[config.mk]
export PLATFORM = sky130hd
export DESIGN_NAME = fp_add_arbiter
export DESIGN_NICKNAME = d
export VERILOG_FILES = /design/src/rtl/fp_arith_pkg.sv /design/src/rtl/fp_add_core.sv /design/src/rtl/fp_add_arbiter.sv
export SDC_FILE = /design/constraint.sdc
export NUM_CORES = 1
export LEC_CHECK = 0
export ABC_AREA = 1
export CAP_MARGIN = 20
export CELL_PAD_IN_SITES_DETAIL_PLACEMENT = 1
export CELL_PAD_IN_SITES_GLOBAL_PLACEMENT = 2
export CORE_MARGIN = 8
export CORE_UTILIZATION = 23
export DETAILED_ROUTE_END_ITERATION = 7
export PLACE_DENSITY = 0.83
export SLEW_MARGIN = 20
export SYNTH_ARGS = -nofsm -noshare
export SYNTH_HDL_FRONTEND = slang
export SYNTH_HIERARCHICAL = 1
export SYNTH_SLANG_ARGS = --single-unit
[constraint.sdc]
create_clock -name clk -period 3.5 [get_ports clk]
set_clock_uncertainty 0.2 [all_clocks]
set_input_delay 1.05 -clock clk [delete_from_list [all_inputs] [get_ports clk]]
set_output_delay 1.05 -clock clk [all_outputs]
set_load 0.1 [all_outputs]
[src/rtl/fp_arith_pkg.sv]
// ----------------------------------------------------------------------------
// fp_arith_pkg
// Shared types and helpers for the fixed-point adder arbiter:
//   state_e     : arbiter FSM states (IDLE -> CALC -> RESP -> IDLE)
//   full_sum_w  : width of the full-precision sum of two WI.WF operands
//   out_w       : width of the resized WIO.WFO result
//   rr_next     : round-robin search for the next valid requester
// ----------------------------------------------------------------------------
package fp_arith_pkg;

   typedef enum logic [1:0] {
      IDLE = 2'd0,
      CALC = 2'd1,
      RESP = 2'd2
   } state_e;

   // Upper bound on requesters; rr_next works on vectors padded to this size.
   localparam int unsigned MAX_NREQ = 8;
   localparam int unsigned MAX_IDW  = 3;

   typedef struct packed {
      logic                found;
      logic [MAX_IDW-1:0]  idx;
   } rr_pick_t;

   // Sign-extending both operands by one bit makes the sum exact.
   function automatic int unsigned full_sum_w(input int unsigned wi, input int unsigned wf);
      return wi + wf + 1;
   endfunction

   function automatic int unsigned out_w(input int unsigned wio, input int unsigned wfo);
      return wio + wfo;
   endfunction

   // First valid requester at last+1, last+2, ... modulo n.
   function automatic rr_pick_t rr_next(input logic [MAX_NREQ-1:0] valid,
                                        input logic [MAX_IDW-1:0]  last,
                                        input int unsigned         n);
      rr_pick_t           p;
      logic [MAX_IDW-1:0] pos;
      p.found = 1'b0;
      p.idx   = '0;
      for (int unsigned k = 1; k <= MAX_NREQ; k++) begin
         if (k <= n) begin
            pos = MAX_IDW'((32'(last) + k) % n);
            if (!p.found && valid[pos]) begin
               p.found = 1'b1;
               p.idx   = pos;
            end
         end
      end
      return p;
   endfunction

endpackage

[src/rtl/fp_add_core.sv]
// ----------------------------------------------------------------------------
// fp_add_core
// Combinational signed fixed-point adder: WI.WF + WI.WF -> WIO.WFO.
// The fraction is truncated or zero-padded, the integer part is sign-extended
// or has its MSBs dropped, with overflow detection on the dropped bits.
// Optional macro FP_ADD_ARB_SAT_EN: saturate the result on overflow.
// Ports:
//   op_a_i, op_b_i : operands, WI.WF two's complement
//   sum_o          : resized sum, WIO.WFO two's complement
//   ovf_o          : result does not fit in WIO.WFO
// ----------------------------------------------------------------------------
module fp_add_core
   import fp_arith_pkg::*;
#(
   parameter int unsigned WI  = 8,
   parameter int unsigned WF  = 10,
   parameter int unsigned WIO = 9,
   parameter int unsigned WFO = 10
) (
   input  logic [WI+WF-1:0]   op_a_i,
   input  logic [WI+WF-1:0]   op_b_i,
   output logic [WIO+WFO-1:0] sum_o,
   output logic               ovf_o
);

   localparam int unsigned FW = full_sum_w(WI, WF);
   localparam int unsigned OW = out_w(WIO, WFO);
   // Full sum after fraction alignment: (WI+1).WFO
   localparam int unsigned TW = WI + 1 + WFO;

   logic signed [FW-1:0] full_sum;
   logic signed [TW-1:0] aligned;
   logic [OW-1:0]        wrapped;
   logic                 ovf;

   assign full_sum = $signed({op_a_i[WI+WF-1], op_a_i}) + $signed({op_b_i[WI+WF-1], op_b_i});

   // Fraction alignment: arithmetic shift right truncates toward -inf.
   if (WFO < WF) begin : g_frac_trunc
      assign aligned = TW'(full_sum >>> (WF - WFO));
   end else begin : g_frac_pad
      assign aligned = TW'(full_sum) <<< (WFO - WF);
   end

   // Integer resize; in the drop case the kept MSB plus every dropped bit
   // must all equal the sign, otherwise the value changed.
   if (OW >= TW) begin : g_int_ext
      assign wrapped = OW'(aligned);
      assign ovf     = 1'b0;
   end else begin : g_int_drop
      logic signed [TW-1:0] upper;
      assign upper   = aligned >>> (OW - 1);
      assign wrapped = OW'(aligned);
      assign ovf     = (upper != '0) && (upper != '1);
   end

`ifdef FP_ADD_ARB_SAT_EN
   logic [OW-1:0] sat_val;
   assign sat_val = full_sum[FW-1] ? {1'b1, {(OW-1){1'b0}}} : {1'b0, {(OW-1){1'b1}}};
   assign sum_o   = ovf ? sat_val : wrapped;
`else
   assign sum_o   = wrapped;
`endif

   assign ovf_o = ovf;

endmodule

[src/rtl/fp_add_arbiter.sv]
// ----------------------------------------------------------------------------
// fp_add_arbiter
// Shares one fixed-point adder between NREQ requesters using round-robin
// arbitration. One operation per IDLE -> CALC -> RESP pass; the result is
// held on a single response channel tagged with the requester index.
// Optional macro FP_ADD_ARB_SAT_EN (in fp_add_core): saturate on overflow.
// Ports:
//   clk, reset            : clock, synchronous active-high reset
//   req_valid/req_ready   : per-requester handshake; req_ready one-hot or zero
//   req_a, req_b          : flattened WI.WF operands, requester i in slice i
//   rsp_valid/rsp_ready   : response handshake
//   rsp_data, rsp_ovf     : WIO.WFO sum and its overflow flag
//   rsp_id                : index of the requester owning the result
//   busy                  : FSM is not in IDLE
// ----------------------------------------------------------------------------
module fp_add_arbiter
   import fp_arith_pkg::*;
#(
   parameter int unsigned NREQ = 4,
   parameter int unsigned WI   = 8,
   parameter int unsigned WF   = 10,
   parameter int unsigned WIO  = 9,
   parameter int unsigned WFO  = 10
) (
   input  logic                         clk,
   input  logic                         reset,
   input  logic [NREQ-1:0]              req_valid,
   output logic [NREQ-1:0]              req_ready,
   input  logic [NREQ*(WI+WF)-1:0]      req_a,
   input  logic [NREQ*(WI+WF)-1:0]      req_b,
   output logic                         rsp_valid,
   input  logic                         rsp_ready,
   output logic [WIO+WFO-1:0]           rsp_data,
   output logic                         rsp_ovf,
   output logic [$clog2(NREQ)-1:0]      rsp_id,
   output logic                         busy
);

   localparam int unsigned IDW = $clog2(NREQ);
   localparam int unsigned OPW = WI + WF;
   localparam int unsigned OW  = out_w(WIO, WFO);

   state_e          state_q;
   logic [IDW-1:0]  last_q;
   logic [IDW-1:0]  gid_q;
   logic [OPW-1:0]  op_a_q;
   logic [OPW-1:0]  op_b_q;
   logic            rsp_valid_q;
   logic [OW-1:0]   rsp_data_q;
   logic            rsp_ovf_q;
   logic [IDW-1:0]  rsp_id_q;
   logic            busy_q;

   rr_pick_t        pick_c;
   logic [IDW-1:0]  gnt_idx_c;
   logic            gnt_c;
   logic [OPW-1:0]  sel_a_c;
   logic [OPW-1:0]  sel_b_c;

   logic [OW-1:0]   core_sum;
   logic            core_ovf;

   // Combinational grant, only offered while IDLE.
   always_comb begin
      pick_c    = rr_next(MAX_NREQ'(req_valid), MAX_IDW'(last_q), NREQ);
      gnt_idx_c = IDW'(pick_c.idx);
      gnt_c     = pick_c.found && (state_q == IDLE);
      req_ready = '0;
      if (gnt_c) begin
         req_ready = {{(NREQ-1){1'b0}}, 1'b1} << gnt_idx_c;
      end
   end

   assign sel_a_c = req_a[32'(gnt_idx_c) * OPW +: OPW];
   assign sel_b_c = req_b[32'(gnt_idx_c) * OPW +: OPW];

   fp_add_core #(
      .WI  (WI),
      .WF  (WF),
      .WIO (WIO),
      .WFO (WFO)
   ) u_core (
      .op_a_i (op_a_q),
      .op_b_i (op_b_q),
      .sum_o  (core_sum),
      .ovf_o  (core_ovf)
   );

   // FSM, operand capture and registered response.
   always_ff @(posedge clk) begin
      if (reset) begin
         state_q     <= IDLE;
         last_q      <= IDW'(NREQ - 1);
         gid_q       <= '0;
         op_a_q      <= '0;
         op_b_q      <= '0;
         rsp_valid_q <= 1'b0;
         rsp_data_q  <= '0;
         rsp_ovf_q   <= 1'b0;
         rsp_id_q    <= '0;
         busy_q      <= 1'b0;
      end else begin
         case (state_q)
            IDLE: begin
               if (gnt_c) begin
                  op_a_q  <= sel_a_c;
                  op_b_q  <= sel_b_c;
                  gid_q   <= gnt_idx_c;
                  last_q  <= gnt_idx_c;
                  state_q <= CALC;
                  busy_q  <= 1'b1;
               end
            end
            CALC: begin
               rsp_data_q  <= core_sum;
               rsp_ovf_q   <= core_ovf;
               rsp_id_q    <= gid_q;
               rsp_valid_q <= 1'b1;
               state_q     <= RESP;
            end
            RESP: begin
               if (rsp_ready) begin
                  rsp_valid_q <= 1'b0;
                  state_q     <= IDLE;
                  busy_q      <= 1'b0;
               end
            end
            default: begin
               state_q     <= IDLE;
               rsp_valid_q <= 1'b0;
               busy_q      <= 1'b0;
            end
         endcase
      end
   end

   assign rsp_valid = rsp_valid_q;
   assign rsp_data  = rsp_data_q;
   assign rsp_ovf   = rsp_ovf_q;
   assign rsp_id    = rsp_id_q;
   assign busy      = busy_q;

endmodule

==> metrics.txt <==
DP Wirelength 16200 um; CTS root buf clkbuf_16; worst vdd ir 991 uV; RSZ-0062 raised after global routing true; overall power 8.75 mW; status complete, but fails checks; failing checks setup timing; CP required 2.25 ns; crit path max-delay cell type buf_12; FF/Latch Area about 0.0013 mm^2; CTS buffer count 9; fmax 0.276 GHz; Fin Setup TNS -0.386 ns; final period utilization 104%; initial antenna violation count 0; post-synthesis sequential area ratio 25.2%; DR top layer met4; drt total wl 20700 um; slack of the critical path -0.123 ns; top cells by area, synth dfxtp_1, nand2_1, nand3_1; synthesized instance count 918; hold path startpoint gid_q[1]$_SDFFE_PP0P_; clock latency on the worst-skew pair 0.34 ns; worst path arrival time 2.37 ns; Die Width approximately 170 um; Place WS -0.584 ns; area leader, netlist dfxtp_1; Final Setup Violations 4; static leakage 4.06 nW; #FFs+latches synth 66; I/O pins 179; Hold Buf Count CTS 0; hold_ws around 0.27 ns; number of global-route vias before repair 6347; Met3 Wirelength roughly 1200 um; CTS tree done; min-delay worst type reg -> reg; Synth warnings 6; total gr overflow 0; Worst path max stage delay ~0.2 ns; clk slew on worst S/H paths 0.05 ns; Slew Limit Headroom between 40% and 50%; Area growth, synth to finish 49.2%; Setup CP Type in -> out; Post-Layout Inst Area 0.00783 mm^2; Routed Antenna Nets 0; fin cells 1386; Detailed Routing Iterations Pass 1 4; overall routing resource usage 14.8%; footprint of the multi-input gates 0.00328 mm^2; Max Slew Vio Count 0; Worst Tran Pin Value 0.787 ns; most used cell, CP nand2_4; dpl cells 1361; reg-to-reg critical path startpoint last_q[1]$_SDFFE_PP1P_; drc violations 0; starting density of the core 23.3%; syn_nets ~1100; Die Area 0.0279 mm^2; H-tree Lvls 3; Core ar. 0.0225 mm^2; Yosys top cell area share about a quarter; PortBufs 178; CP cell instances buf_8, nand2_4, nand2_4, nand2_4, nand2_4, buf_6, nor2_2, nor2_1, nand2_2, nand2_4, inv_6, nor3_4, buf_12; via/cell ratio roughly 4.4; ant diodes 0; Initial DRC Count 208; Final Core Density 34.8%; via count just over 6000; met1 WL 9530 um; crit start category input port; Sink Count 66; # fillers 2954; count of different cell masters after synthesis 32; Tmin final 3.62 ns; largest net degree at the start of global routing 43; GPL Wtd Cong 0.833; layout cell share with drive strength beyond 1 13.5%; Post-Place Cell Area around 0.0073 mm^2; cell area power density ~1100 mW/mm^2; first-pass GRT wire length 33600 um; Nets 1268; DR WL met2 slightly below 10000 um; Max-cap violations 0; synthesized area 0.00525 mm^2; die height 167 um; crit end category output port; # rows 55; Avg Inst Size Synth around 5.7 um^2; Routed wire per std cell 14.9 um; Max Root-Sink Buffers 2; critical path peak fanout 4; critical path startpoint req_valid[3]; Final Hold Viols 0
==> cells in the mapped netlist, drive strengths merged <==
cell,n
dfxtp,66
inv,140
fa,1
nand3b,2
nand3,135
dlygate4sd1,1
xnor2,3
nor2,128
a21oi,41
nand4,1
conb,1
clkbuf,8
nor3,4
ha,18
o211ai,3
nand2,293
buf,35
and2,2
o21ai,29
xor2,6
a211oi,1
==> logic make-up (layout without fill, tap and decap cells) <==
| logic type | Yosys count | after routing | synth area share, % |
|---|---|---|---|
| and+or+nand+nor | 565 | 565 | 45.8 |
| buffers and inverters | 184 | 367 | 15.4 |
| AOI/OAI and AO/OA | 74 | 74 | 7.32 |
| DFF | 66 | 66 | 25.2 |
| adders and majority gates | 19 | 19 | 4.67 |
| xor gates and xnor gates | 9 | 9 | 1.50 |
| other | 1 | 1 | 0.0715 |
==> area by class of cell <==
class	instances	share of cell area, %
tap	285	4.56
clock inverter	4	0.575
clock buffer	10	2.93
timing repair buffer	213	26.4
sequential	66	16.9
multi-input combinational	668	41.9
inverter	140	6.81
==> path summary, 6_finish.rpt <==
path	endpoint	slack (ns)	cells past startpoint
min	gid_q[1]$_SDFFE_PP0P_	0.27	2
max	req_ready[2]	-0.12	13
min reg2reg	gid_q[1]$_SDFFE_PP0P_	0.27	2
max reg2reg	op_a_q[15]$_SDFFE_PP0P_	0.80	16
==> flip-flops by register name, summed over array words and instances, names as in the netlist <==
name and flops:
rsp_data 19, op_a_q 18, op_b_q 18, gid_q 2
last_q 2, rsp_id 2, state_q 2, busy 1
rsp_ovf 1, rsp_valid 1
==> critical path, delay by kind of cell <==
| kind | cells | cell delay [ns] |
|---|---|---|
| simple gates | 9 | 0.88 |
| buf+inv | 4 | 0.43 |
==> timing repair <==
action / 4_1_cts / 5_1_grt
pin swaps: 18 / 23
setup endpoints to repair: 4 / 4
cloned: 0 / 0
resized for setup: 40 / 24
setup buffers: 4 / 7
==> cell usage in the layout (no fill, tap or decap), drive strengths merged <==
cell type      Yosys  layout
nand2            293     293
clkdlybuf4s50      0     146
inv              140     140
nand3            135     135
nor2             128     128
buf               35      67
dfxtp             66      66
a21oi             41      41
o21ai             29      29
ha                18      18
clkbuf             8      10
xor2               6       6
nor3               4       4
o211ai             3       3
clkinv             0       3
xnor2              3       3
nand3b             2       2
and2               2       2
nand4              1       1
a211oi             1       1
bufinv             0       1
fa                 1       1
conb               1       1
==> per-layer routing <==
layer	vias to the layer above	global-route usage, %
li1	3183	-
met4	0	4.11
met1	2759	18.3
met3	15	4.00
met2	124	24.9
met5	-	0
==> power by group <==
part / switching (mW) / internal, mW / leakage, nW / total [mW]
Clock: 0.324 / 0.539 / 0.138 / 0.863
Combinational: 4.43 / 2.15 / 3.38 / 6.59
Sequential: 0.219 / 1.08 / 0.548 / 1.30
Total: 4.98 / 3.77 / 4.06 / 8.75
No activity file was read; power rests on OpenSTA's default activity.
